### src/rtl/axil_initiator.sv
// axil_initiator: single-outstanding AXI4-Lite manager.
// Bridges a valid/ready request/response port onto AW/W/B and AR/R.
module axil_initiator #(
    parameter int ADDR_WIDTH = 32,
    parameter int DATA_WIDTH = 32
) (
    input  logic                    clk,
    input  logic                    rst_n,
    input  logic                    req_valid,
    output logic                    req_ready,
    input  logic                    req_we,
    input  logic [ADDR_WIDTH-1:0]   req_addr,
    input  logic [DATA_WIDTH-1:0]   req_wdata,
    input  logic [DATA_WIDTH/8-1:0] req_wstrb,
    output logic                    resp_valid,
    input  logic                    resp_ready,
    output logic [DATA_WIDTH-1:0]   resp_rdata,
    output logic                    resp_err,
    output logic                    m_awvalid,
    input  logic                    m_awready,
    output logic [ADDR_WIDTH-1:0]   m_awaddr,
    output logic                    m_wvalid,
    input  logic                    m_wready,
    output logic [DATA_WIDTH-1:0]   m_wdata,
    output logic [DATA_WIDTH/8-1:0] m_wstrb,
    input  logic                    m_bvalid,
    output logic                    m_bready,
    input  logic [1:0]              m_bresp,
    output logic                    m_arvalid,
    input  logic                    m_arready,
    output logic [ADDR_WIDTH-1:0]   m_araddr,
    input  logic                    m_rvalid,
    output logic                    m_rready,
    input  logic [DATA_WIDTH-1:0]   m_rdata,
    input  logic [1:0]              m_rresp
);

    typedef enum logic [2:0] {
        S_IDLE = 3'd0,
        S_WR   = 3'd1,
        S_WB   = 3'd2,
        S_RA   = 3'd3,
        S_RD   = 3'd4,
        S_RESP = 3'd5
    } state_t;

    state_t                  r_state;
    state_t                  w_next;
    logic [ADDR_WIDTH-1:0]   r_addr;
    logic [DATA_WIDTH-1:0]   r_wdata;
    logic [DATA_WIDTH/8-1:0] r_wstrb;
    logic                    r_aw_done;
    logic                    r_w_done;
    logic [DATA_WIDTH-1:0]   r_rdata;
    logic                    r_err;
    logic                    w_accept;
    logic                    w_aw_hs;
    logic                    w_w_hs;
    logic                    w_b_hs;
    logic                    w_r_hs;
    logic                    w_unused;

    // Only bit 1 of BRESP/RRESP distinguishes an error response.
    assign w_unused = ^{m_bresp[0], m_rresp[0]};

    assign w_accept = (r_state == S_IDLE) && req_valid;
    assign w_aw_hs  = (r_state == S_WR) && !r_aw_done && m_awready;
    assign w_w_hs   = (r_state == S_WR) && !r_w_done && m_wready;
    assign w_b_hs   = (r_state == S_WB) && m_bvalid;
    assign w_r_hs   = (r_state == S_RD) && m_rvalid;

    // State register.
    always_ff @(posedge clk) begin
        if (!rst_n) r_state <= S_IDLE;
        else        r_state <= w_next;
    end

    // Next-state and channel control decode.
    always_comb begin
        w_next     = r_state;
        req_ready  = 1'b0;
        m_awvalid  = 1'b0;
        m_wvalid   = 1'b0;
        m_bready   = 1'b0;
        m_arvalid  = 1'b0;
        m_rready   = 1'b0;
        resp_valid = 1'b0;
        case (r_state)
            S_IDLE: begin
                req_ready = 1'b1;
                if (req_valid) w_next = req_we ? S_WR : S_RA;
            end
            S_WR: begin
                m_awvalid = !r_aw_done;
                m_wvalid  = !r_w_done;
                if ((r_aw_done || w_aw_hs) && (r_w_done || w_w_hs))
                    w_next = S_WB;
            end
            S_WB: begin
                m_bready = 1'b1;
                if (m_bvalid) w_next = S_RESP;
            end
            S_RA: begin
                m_arvalid = 1'b1;
                if (m_arready) w_next = S_RD;
            end
            S_RD: begin
                m_rready = 1'b1;
                if (m_rvalid) w_next = S_RESP;
            end
            S_RESP: begin
                resp_valid = 1'b1;
                if (resp_ready) w_next = S_IDLE;
            end
            default: w_next = S_IDLE;
        endcase
    end

    // Request capture, channel progress flags and response data.
    always_ff @(posedge clk) begin
        if (!rst_n) begin
            r_addr    <= '0;
            r_wdata   <= '0;
            r_wstrb   <= '0;
            r_aw_done <= 1'b0;
            r_w_done  <= 1'b0;
            r_rdata   <= '0;
            r_err     <= 1'b0;
        end else begin
            if (w_accept) begin
                r_addr  <= req_addr;
                r_wdata <= req_wdata;
                r_wstrb <= req_wstrb;
            end
            if (w_aw_hs) r_aw_done <= 1'b1;
            if (w_w_hs)  r_w_done  <= 1'b1;
            if (w_b_hs) begin
                r_aw_done <= 1'b0;
                r_w_done  <= 1'b0;
                r_rdata   <= '0;
                r_err     <= m_bresp[1];
            end
            if (w_r_hs) begin
                r_rdata <= m_rdata;
                r_err   <= m_rresp[1];
            end
        end
    end

    assign m_awaddr   = r_addr;
    assign m_araddr   = r_addr;
    assign m_wdata    = r_wdata;
    assign m_wstrb    = r_wstrb;
    assign resp_rdata = r_rdata;
    assign resp_err   = r_err;

endmodule

### config.mk
export PLATFORM = sky130hd
export DESIGN_NAME = axil_initiator
export DESIGN_NICKNAME = d
export VERILOG_FILES = /design/src/rtl/axil_initiator.sv
export SDC_FILE = /design/constraint.sdc
export NUM_CORES = 1
export LEC_CHECK = 0
export CAP_MARGIN = 15
export CORE_MARGIN = 4
export CORE_UTILIZATION = 39
export CTS_CLUSTER_DIAMETER = 50
export DETAILED_ROUTE_END_ITERATION = 12
export GPL_TIMING_DRIVEN = 0
export PLACE_DENSITY = 0.8
export SYNTH_ARGS = -nofsm -noshare
export SYNTH_HDL_FRONTEND = slang
export SYNTH_SLANG_ARGS = --single-unit
### constraint.sdc
create_clock -name clk -period 1.95 [get_ports clk]
set_input_delay 0.39 -clock clk [delete_from_list [all_inputs] [get_ports clk]]
set_output_delay 0.39 -clock clk [all_outputs]
set_load 0.02 [all_outputs]
### Word level (Yosys, flattened, before mapping)

Index checks and enable logic that the tools add are counted.

* logic and storage cells: 55
* flip-flop bits (word level): 106
* bits of input ports: 114
* output and inout port bits: 140

* reductions and logical operators: 16
* bitwise operators: 1
* equal/unequal tests: 11
* muxes and demuxes: 19

Operators with widths (count)
* 2-to-1 mux 32 bit: 2
* 2-to-1 mux 3 bit: 6
* one-hot mux 3 bit (6 select lines): 1
* inequality test 2 bit, second input constant: 5
* 2-to-1 mux 1 bit: 9
* logical AND 1 bit: 8
* equality test 3 x 2 -> 1 bit, second input constant: 2
* equality test 3 bit, second input constant: 2
* AND reduction 6 bit: 1
* equality test 3 x 1 -> 1 bit, second input constant: 1
* logical NOT 3 bit: 1
* logical NOT 1 bit: 2
* logical OR 1 bit: 2
* 2-to-1 mux 2 bit: 1
* inequality test 2 x 1 -> 1 bit, second input constant: 1
* nonzero test 2 bit: 1
* OR reduction 2 bit: 1
* inverter 1 bit: 1

### Depth between registers and ports, before layout

* word-level depth: 7
* mapped depth: 8
* gate-level depth less buffers: 4

### Least setup slack after synthesis

Ideal clock, no wire load.

* path kind: register to output
* from: register r_state[1]
* to: output port m_awvalid
* setup slack: 0.232 ns
* arrival: 1.328 ns
* stages on the path, launching flop included: 5
* required time: 1.560 ns
* buffers on the path: 2
* cell sequence: dfxtp_1 > buf_6 > buf_2 > or3b_2 > nor2_1

* cells in the longest elaborated chain, start to end: 2

RTL lines
* start, declared: line 47 `state_t r_state;`
* start signal, assigned: line 75 `else r_state <= w_next;`
* equality test 3 x 1 -> 1 bit: line 88 `case (r_state)`
* 2-to-1 mux 1 bit: line 88
* end, declared: line 19 `output logic m_awvalid,`

No other way between the ends.

### Worst setup path in the final report

* from: register r_state[0]
* to: output port m_wvalid

* cells in the longest elaborated chain, start to end: 2

RTL lines
* equality test 3 x 1 -> 1 bit: line 88
* 2-to-1 mux 1 bit: line 88
* end, declared: line 22 `output logic m_wvalid,`

No other way between the ends.

==> Implementation_results.wiki <==
{| class="wikitable"
! Metric !! Value
|-
| Depth of the worst register-to-register path || 7
|-
| Result of the run || finished, final reports clean
|-
| Final Skew || 0.00395 ns
|-
| Combinational share of power || 47.2%
|-
| Initial antenna violation count || 0
|-
| Capturing point of the worst reg2reg path || resp_rdata[3]
|-
| Dominant synthesized flop cell || dfxtp_1
|-
| Worst setup timing slack at the placement stage || -0.263 ns
|-
| Number of synthesized register bits || 106
|-
| Cell-by-cell listing of the critical path || buf_8 > or3b_4 > nor2_4 > buf_6
|-
| Clock root buffer master || clkbuf_16
|-
| Sw Ratio || 35.4%
|-
| Routed via count || 4226
|-
| Post-synth cell types || 37
|-
| Number of global-route vias before repair || 4447
|-
| Endpoints failing hold || 0
|-
| Placer congestion estimate || 0.811
|-
| Routed Wire Length || 14.2 mm
|-
| Antenna viol nets, final || 0
|-
| Part of the power in the clock network || 20.8%
|-
| Maximum clock path buffer count || 2
|-
| Number of buffers created by CTS || 9
|-
| Overall die height || 118 µm
|-
| Netlist area before placement || 4750 µm²
|-
| Slack of the worst reg-to-reg path || 0.37 ns
|-
| Worst path depth || 4
|-
| Share of flip-flops with an asynchronous set or reset || 0%
|-
| Total routing usage reported by global routing || 19.8%
|-
| Buf/Inv on CP || 2
|-
| Mux share of post-synthesis cell area || 0.843%
|-
| Worst stage delay on the critical path || 0.42 ns
|-
| Vias per Instance || 4.66
|-
| Total negative setup slack || 0 ns
|-
| Initial core utilization || 39.7%
|-
| Total of warnings raised by yosys || 0
|-
| Simple-gate portion of the synthesized area || 19.9%
|-
| Number of buffers inserted by hold repair at cts || 0
|-
| Type of the worst setup path || flop to output port
|-
| Remaining DRCs || 0
|-
| Detailed-route wire length per cell || 15.7 µm
|-
| Synthesis-to-finish area growth || 64.4%
|-
| Worst-margin pin slew || 0.460 ns
|-
| Adder-cell share of the synthesized area || 0%
|-
| First drt pass iteration count || 4
|-
| Sw Pwr || 0.00312 W
|-
| Number of enable-type register cells in the synthesized netlist || 0
|-
| Mean instance size in the synthesized netlist || 9.69 µm²
|-
| Number of DRC markers after the initial detailed-route iteration || 120
|-
| IR drop worst, VDD || 0.618 mV
|-
| TritonCTS clock tree || done
|-
| Wire length of the first global-routing pass || 22.6 mm
|-
| Final period utilization || 96.9%
|-
| Post-detailed-placement half-perimeter wirelength || 11.3 mm
|-
| Final count of negative-setup-slack endpoints || 0
|-
| Part of the total power dissipated in sequential elements || 32.1%
|-
| Final non-filler cell total || 907
|-
| Startpoint type of the worst setup path || flop
|-
| Finished Core Util || 65.3%
|-
| Layout cells sized above 1 || 20.9%
|-
| Clock Sink Count || 106
|-
| Share of the synthesized area in compound gates (AO/OA/AOI/OAI) || 23.1%
|-
| Width of the die || 118 µm
|-
| Data required time at the worst endpoint || 1.56 ns
|-
| Data arrival time of the critical path || 1.50 ns
|-
| Setup crit end kind || output port
|-
| Critical-path maximum fanout || 10
|-
| Post-route setup slack || 0.0596 ns
|-
| Core region area || 12000 µm²
|-
| Total gr overflow || 0
|-
| Synthesized netlist cell count || 490
|-
| Layout net count || 870
|-
| Category of cells accounting for the largest share of critical-path delay || simple AND/OR/NAND/NOR gates
|-
| Fin. max-slew vios || 0
|-
| Combinational family with the most area after synthesis || compound AO/OA/AOI/OAI gates
|-
| Max Fclk || 529 MHz
|-
| Clk_lat worst skew || 0.34 ns
|-
| Largest net degree at the start of global routing || 16
|-
| Source of the worst register-to-register timing path || r_state[1]
|-
| N_diodes || 0
|-
| DP Cell Count || 887
|-
| Port Buf Inserts || 250
|-
| Total power per unit cell area || 1130 nW/µm²
|-
| Slowest library cell on the worst path || or3b_4
|-
| Syn nets || 604
|-
| H-tree Lvls || 3
|-
| Row cnt || 40
|-
| Minimum clock period || 1.89 ns
|-
| Area of the die || 14000 µm²
|-
| Critical path destination || m_wvalid
|-
| Int Power || 0.00570 W
|-
| Setup repair after global routing missed its margin || no
|-
| Fraction of synthesized cell area in xor and xnor cells || 0%
|-
| Final-layout fill cell count || 976
|-
| Top-Level Pins || 254
|-
| Crit path launch || r_state[0]
|-
| Worst-path clk slew || 0.07 ns
|-
| Sequential share of the synthesized area || 44.7%
|-
| Worst slew slack as a fraction of its limit || 69.3%
|-
| Lkg Pwr || 2.86 nW
|-
| Max-Cap Viols || 0
|-
| Worst min-delay path category || flop to flop
|}
-- worst min-delay path by stage --
stage	cells past startpoint	from	slack, ns	endpoint
floorplan	2	r_aw_done	0.46	r_aw_done
global placement	2	m_wdata[1]	0.45	m_wdata[1]
detailed placement	2	m_wdata[23]	0.46	m_wdata[23]
CTS	2	m_wdata[23]	0.47	m_wdata[23]
global route	2	m_wdata[20]	0.48	m_wdata[20]
finish	2	m_wdata[23]	0.47	m_wdata[23]
-- Yosys cell counts (3+ instances only) --
cell type	number	share of area, %
a21boi_0	48	7.6
a21boi_2	20	4.7
a21oi_1	4	0.42
a22oi_2	27	7.1
a22oi_4	3	1.3
buf_2	5	0.53
buf_4	35	5.5
buf_6	9	2.1
clkbuf_1	15	1.2
clkbuf_8	3	0.87
dfxtp_1	106	45
mux2i_1	4	0.84
nand2_1	144	11
nand3b_1	3	0.47
nor2_1	4	0.32
nor2b_1	13	1.7
nor2b_2	20	3.7
-- sequential cells by signal (all words and copies together), names as in the netlist --
signal	flops
m_araddr	32
m_wdata	32
m_wstrb	4
r_aw_done	1
r_state	3
r_w_done	1
resp_err	1
resp_rdata	32
-- stage by stage --
| step | cell area, µm² | hold slack, ns | total power, W |
|---|---|---|---|
| after floorplan | 4750 | 0.459 | 0.00525 |
| after global placement | 7440 | 0.452 | 0.00683 |
| after detailed placement | 7440 | 0.460 | 0.00694 |
| after CTS | 7760 | 0.470 | 0.00884 |
| after global routing | 7810 | 0.485 | 0.00933 |
| final | 7810 | 0.466 | 0.00882 |
-- layer usage --
metal | GRT usage, % | share of wire, % | vias to the layer above
met2 | 35.4 | 51 | 150
met3 | 5.55 | 6.7 | 24
met1 | 22.3 | 40 | 1938
met4 | 7.18 | 2.3 | 0
li1 | - | - | 2114
met5 | 0 | 0 | -
-- worst min-delay path, stage by stage, from the launching register on --
cell and delay (ns):
dfxtp_1 0.31, nand2_1 0.07, a21boi_2 0.05
-- area by class of cell --
type / count / area (µm²) / area share (%)
repair buffers: 256 / 2540 / 32.5
flip-flops and latches: 106 / 2130 / 27.2
multi-input cells: 312 / 2100 / 26.9
plain buffers: 69 / 543 / 6.95
clock buffers: 13 / 270 / 3.46
well taps: 147 / 184 / 2.36
clock inverters: 2 / 35.0 / 0.449
inverters: 2 / 7.51 / 0.0961
-- repair_timing --
item	CTS	global route
buffers inserted	3	3
setup endpoints to repair	7	4
pin swaps	1	2
gates resized for setup	21	14
-- power groups by stage --
stage	Clock [W]	Combinational, W	Sequential (W)
2_1_floorplan	0	0.00206	0.00319
3_3_place_gp	0	0.00400	0.00282
3_5_place_dp	0	0.00410	0.00284
4_1_cts	0.00189	0.00414	0.00280
5_1_grt	0.00198	0.00448	0.00287
6_report	0.00183	0.00416	0.00283
-- logic make-up (layout without fill, tap and decap cells) --
family	after synthesis	after routing
simple gates	196	196
compound gates	112	112
flops	106	106
buf+inv	72	342
mux	4	4
-- cell usage in the layout (no fill, tap or decap), types with 10 or more instances in the layout --
master,instances
clkdlybuf4s50_1,243
buf_4,40
a21boi_0,48
nor2b_2,20
a21boi_2,20
nand2_1,144
buf_6,10
clkbuf_1,16
dfxtp_1,104
a22oi_2,27
nor2b_1,13
Note: power is estimated with default switching activity, not from simulation.
